--- config.mk ---
export PLATFORM = sky130hd
export DESIGN_NAME = fifo_rd_stream
export DESIGN_NICKNAME = d
export VERILOG_FILES = /design/src/rtl/fifo_rd_pkg.sv /design/src/rtl/fifo_rd_skid.sv /design/src/rtl/fifo_rd_stream.sv
export SDC_FILE = /design/constraint.sdc
export NUM_CORES = 1
export LEC_CHECK = 0
export BUFFER_PORTS_ARGS = -buffer_cell sky130_fd_sc_hd__buf_2
export CAP_MARGIN = 20
export CORE_UTILIZATION = 57
export CTS_CLUSTER_DIAMETER = 40
export DETAILED_ROUTE_END_ITERATION = 6
export GPL_ROUTABILITY_DRIVEN = 0
export PLACE_DENSITY = 0.85
export SYNTH_ARGS = -nofsm -noshare
export SYNTH_HDL_FRONTEND = slang
export SYNTH_SLANG_ARGS = --single-unit
--- constraint.sdc ---
create_clock -name clk -period 6.1 [get_ports clk]
set_input_delay 0.915 -clock clk [delete_from_list [all_inputs] [get_ports clk]]
set_output_delay 0.915 -clock clk [all_outputs]
set_load 0.02 [all_outputs]
--- src/rtl/fifo_rd_pkg.sv ---
// rtl/fifo_rd_pkg.sv - shared sizing constants for the FIFO-to-stream read path
package fifo_rd_pkg;
  localparam int DATA_W_DEFAULT = 8;
  localparam int BUF_DEPTH      = 2;
  localparam int CNT_W          = 16;

  typedef logic [1:0] buf_cnt_t;
endpackage

--- src/rtl/fifo_rd_skid.sv ---
// rtl/fifo_rd_skid.sv - 2-entry output buffer; head and valid are flops so the
// stream side has no combinational path from the capture data.
module fifo_rd_skid
  import fifo_rd_pkg::*;
#(
  parameter int DATA_W = DATA_W_DEFAULT
) (
  input  logic              clk,
  input  logic              rstN,
  input  logic              push,
  input  logic              pop,
  input  logic              flush,
  input  logic [DATA_W-1:0] data,
  output logic [DATA_W-1:0] head,
  output logic              valid,
  output buf_cnt_t          cnt
);

  logic [DATA_W-1:0] tail;
  logic [DATA_W-1:0] head_nxt;
  logic [DATA_W-1:0] tail_nxt;
  buf_cnt_t          cnt_nxt;

  always_comb begin
    cnt_nxt  = cnt;
    head_nxt = head;
    tail_nxt = tail;
    if (flush) begin
      cnt_nxt = '0;
    end else begin
      case ({push, pop})
        2'b10: begin
          if (cnt == 2'd0) head_nxt = data;
          else             tail_nxt = data;
          cnt_nxt = cnt + 2'd1;
        end
        2'b01: begin
          head_nxt = tail;
          cnt_nxt  = cnt - 2'd1;
        end
        2'b11: begin
          // a single entry leaves and is replaced; two entries shift then refill
          if (cnt == 2'd1) begin
            head_nxt = data;
          end else begin
            head_nxt = tail;
            tail_nxt = data;
          end
        end
        default: ;
      endcase
    end
  end

  always_ff @(posedge clk or negedge rstN) begin
    if (!rstN) begin
      cnt   <= '0;
      valid <= 1'b0;
      head  <= '0;
      tail  <= '0;
    end else begin
      cnt   <= cnt_nxt;
      valid <= (cnt_nxt != 2'd0);
      head  <= head_nxt;
      tail  <= tail_nxt;
    end
  end

endmodule

--- src/rtl/fifo_rd_stream.sv ---
// rtl/fifo_rd_stream.sv - issues FIFO reads and presents them as a valid/ready stream.
// Optional macro FIFO_RD_CNT_EN adds the rd_count transfer counter port.
module fifo_rd_stream
  import fifo_rd_pkg::*;
#(
  parameter int DATA_W = DATA_W_DEFAULT
) (
  input  logic              clk,
  input  logic              rstN,
  input  logic              en,
  input  logic              flush,
  input  logic              fifo_empty,
  output logic              fifo_rd_en,
  input  logic [DATA_W-1:0] fifo_rd_data,
  output logic              m_valid,
  input  logic              m_ready,
  output logic [DATA_W-1:0] m_data
`ifdef FIFO_RD_CNT_EN
  ,
  output logic [CNT_W-1:0]  rd_count
`endif
);

  buf_cnt_t   buf_cnt;
  logic       inflight;
  logic       pop;
  logic [2:0] occ;

  assign pop = m_valid && m_ready;

  // Occupancy seen by the next capture: buffered + returning - leaving this cycle.
  assign occ        = {1'b0, buf_cnt} + {2'b00, inflight} - {2'b00, pop};
  assign fifo_rd_en = rstN && en && !fifo_empty && !flush && (occ < 3'(BUF_DEPTH));

  always_ff @(posedge clk or negedge rstN) begin
    if (!rstN) inflight <= 1'b0;
    else       inflight <= fifo_rd_en;
  end

  fifo_rd_skid #(.DATA_W(DATA_W)) u_skid (
    .clk   (clk),
    .rstN  (rstN),
    .push  (inflight && !flush),
    .pop   (pop),
    .flush (flush),
    .data  (fifo_rd_data),
    .head  (m_data),
    .valid (m_valid),
    .cnt   (buf_cnt)
  );

`ifdef FIFO_RD_CNT_EN
  // Flush does not clear the count: it tracks completed transfers only.
  always_ff @(posedge clk or negedge rstN) begin
    if (!rstN)    rd_count <= '0;
    else if (pop) rd_count <= rd_count + 1'b1;
  end
`endif

endmodule

==> results.json <==
{
  "nets": 142,
  "outcome": "completed",
  "syn_nets": 122,
  "antenna_found_initial": 0,
  "p_per_area_nw_per_um2": 280,
  "ys_async_sr_fraction_pct": 100,
  "ir_drop_uv": 178,
  "post_cts_buffers": 0,
  "grt_use_total_pct": 24.5,
  "r2r_setup_slack_ps": 3900,
  "fin_util_pct": 71.6,
  "crit_chain": "buf_2, nand2_1, inv_1, ha_1, nand2b_1, fa_1, nand4b_1, nor3_1, buf_2",
  "area_growth_pct": 13.6,
  "switching_share_pct": 27.0,
  "dp_hpwl_um": 1770,
  "cp-end-kind": "primary output",
  "cp_max_fo": 11,
  "crit_slowest_cell": "fa_1",
  "fp.dieW_um": 46.4,
  "grt_max_degree": 22,
  "crit_required_ps": 5180,
  "cts_sinks": 20,
  "fin_setup_tns_ps": 0,
  "numCtsBuffers": 3,
  "dr.pass1.iters": 4,
  "syn_avg_cell_area_um2": 11.2,
  "fin_crit_ps": 3760,
  "cts_tree": "yes",
  "start_util_pct": 63.1,
  "ys_seq_elements": 20,
  "maxSlewViolCount": 0,
  "clkPwrFrac_pct": 30.6,
  "max_slew_margin_pct": 64.7,
  "p_sw_mw": 0.0966,
  "crit_cells": 9,
  "start_kind": "input pin",
  "hold_viol": 0,
  "syn_inst": 100,
  "cts_resized": 0,
  "num_vias": 871,
  "worst_slew_pin_slew_ps": 527,
  "final.period_utilization_pct": 61.6,
  "max_stage_delay_ps": 480,
  "grt_pass1_vias": 831,
  "fin_skew_ps": 6.12,
  "finalSetupViolCount": 0,
  "cpLargestDelayFamily": "adder cells",
  "viasPerCell": 6.05,
  "p_seq_share_pct": 48.0,
  "ys_warn_count": 0,
  "hp-class": "in -> async",
  "ios": 24,
  "post-route-drc-count": 0,
  "drtAntennaViolNets": 0,
  "holdBufCountCts": 0,
  "path_common_cell": "buf_2",
  "grt_pass1_wl_um": 3620,
  "htree_levels": 1,
  "clk_latency_ps": 310,
  "routedWlPerCell_um": 16.0,
  "total_leakage_power_nw": 0.627,
  "die_height_um": 46.4,
  "diodes": 0,
  "core_area_um2": 1780,
  "drive_gt1_share_pct": 31.9,
  "numPortBuffers": 23,
  "rsz0062_at_grt": "no",
  "ys.flop_type": "dfrtp_1",
  "cts_root_buf": "clkbuf_4",
  "ys_types": 26,
  "internal_power_mw": 0.261,
  "synth_enable_flop_cells": 0,
  "clock_path_buffers": 2,
  "drtIter0Drc": 30,
  "cp.arrival_ps": 2840,
  "gr-total-overflow": 0,
  "drv_cap": 0,
  "synthesis.area_um2": 1120,
  "p_comb_share_pct": 21.4,
  "die_area_um2": 2150,
  "critPathBufInv": 3,
  "yosysSeqAreaShare_pct": 44.5,
  "path_clk_slew_ps": 120,
  "fmax_mhz": 266,
  "ff2ff_path_depth": 6,
  "crit_type": "in -> out",
  "rows": 15,
  "drt-total-wl_um": 2310
}
## sequential cells by signal (all words and copies together), names as in the netlist
| name | count |
|---|---|
| u_skid.tail | 8 |
| u_skid.valid | 1 |
| u_skid.cnt | 2 |
| inflight | 1 |
| u_skid.head | 8 |
## area by class of cell
type	instances	area, um^2
Tap cell	25	31.3
Multi-Input combinational cell	68	563
Fill cell	121	505
Clock inverter	1	30.0
Inverter	4	15.0
Sequential cell	20	500
Clock buffer	3	22.5
Timing Repair Buffer	23	115
## cells by family (layout without fill, tap and decap cells)
group                    after synthesis  in the layout  share of synthesized area [%]
AO/OA/AOI/OAI                         36             36                           20.0
flip-flops                            20             20                           44.5
AND/OR/NAND/NOR                       13             13                           7.12
buffers and inverters                 12             31                           5.45
multiplexers                          10             10                           12.6
adder cells (fa/ha/maj)                8              8                           9.57
XOR/XNOR                               1              1                          0.779
## path summary, 6_finish.rpt
| path | start | end |
|---|---|---|
| min in group clk | u_skid.tail[7] | u_skid.tail[7] |
| max reg2reg | u_skid.valid | u_skid.tail[4] |
| max | m_ready | fifo_rd_en |
| max in group asynchronous | rstN | u_skid.cnt[0] |
| min | rstN | u_skid.tail[2] |
| min reg2reg | u_skid.tail[7] | u_skid.tail[7] |
## cells in the mapped netlist (all sizes together) (2+ instances only)
master | instances | area [um^2]
o21ai | 9 | 45.0
clkbuf | 4 | 15.0
a21oi | 9 | 45.0
nand2 | 2 | 7.51
and2 | 2 | 15.0
nand2b | 3 | 26.3
inv | 4 | 15.0
mux2 | 9 | 131
ha | 7 | 87.6
o2111ai | 8 | 70.1
a31oi | 9 | 56.3
buf | 4 | 31.3
dfrtp | 20 | 500
nor2 | 3 | 11.3
## metal layers
metal | GRT usage (%) | part of all wire, % | up-vias
li1 | - | - | 406
met1 | 31.7 | 44 | 431
met2 | 39.4 | 49 | 27
met3 | 3.92 | 4.0 | 7
met4 | 12.4 | 2.3 | 0
met5 | 0 | 0 | -
## through the flow
stage,hold WS [ps],total power [mW],instance area (um^2),setup WS (ps),instances
after floorplan,481,0.222,1120,2270,100
after global placement,497,0.247,1220,2450,140
after detailed placement,496,0.251,1220,2380,140
after CTS,524,0.359,1280,2360,144
after global routing,545,0.373,1280,2160,144
final,522,0.357,1280,2340,144
## worst register-to-register path, cell delays in order (launching register included)
cell and delay (ps):
dfrtp_1 490, nand2_1 280, inv_1 140, ha_1 210, and2_4 180, a211o_1 420
mux2_4 370
## cells in the final DEF, fill, tap and decap left out, drive strengths merged
| cell | Yosys | final |
|---|---|---|
| nand4b | 1 | 1 |
| o2111ai | 8 | 8 |
| ha | 7 | 7 |
| nor2 | 3 | 3 |
| nor3 | 1 | 1 |
| bufinv | 0 | 1 |
| a31oi | 9 | 9 |
| a211o | 1 | 1 |
| and2 | 2 | 2 |
| mux2 | 9 | 9 |
| clkbuf | 4 | 3 |
| inv | 4 | 4 |
| buf | 4 | 23 |
| nand2b | 3 | 3 |
| a21oi | 9 | 9 |
| mux2i | 1 | 1 |
| xor2 | 1 | 1 |
| fa | 1 | 1 |
| dfrtp | 20 | 20 |
| nor2b | 1 | 1 |
| o21ai | 9 | 9 |
| nand2 | 2 | 2 |
## power by group through the flow
stage	Clock, mW	Sequential (mW)	Combinational (mW)
2_1_floorplan	0	0.188	0.0340
3_3_place_gp	0	0.173	0.0746
3_5_place_dp	0	0.175	0.0760
4_1_cts	0.110	0.172	0.0767
5_1_grt	0.114	0.175	0.0835
6_report	0.110	0.172	0.0763
Note: power is estimated with default switching activity, not from simulation.
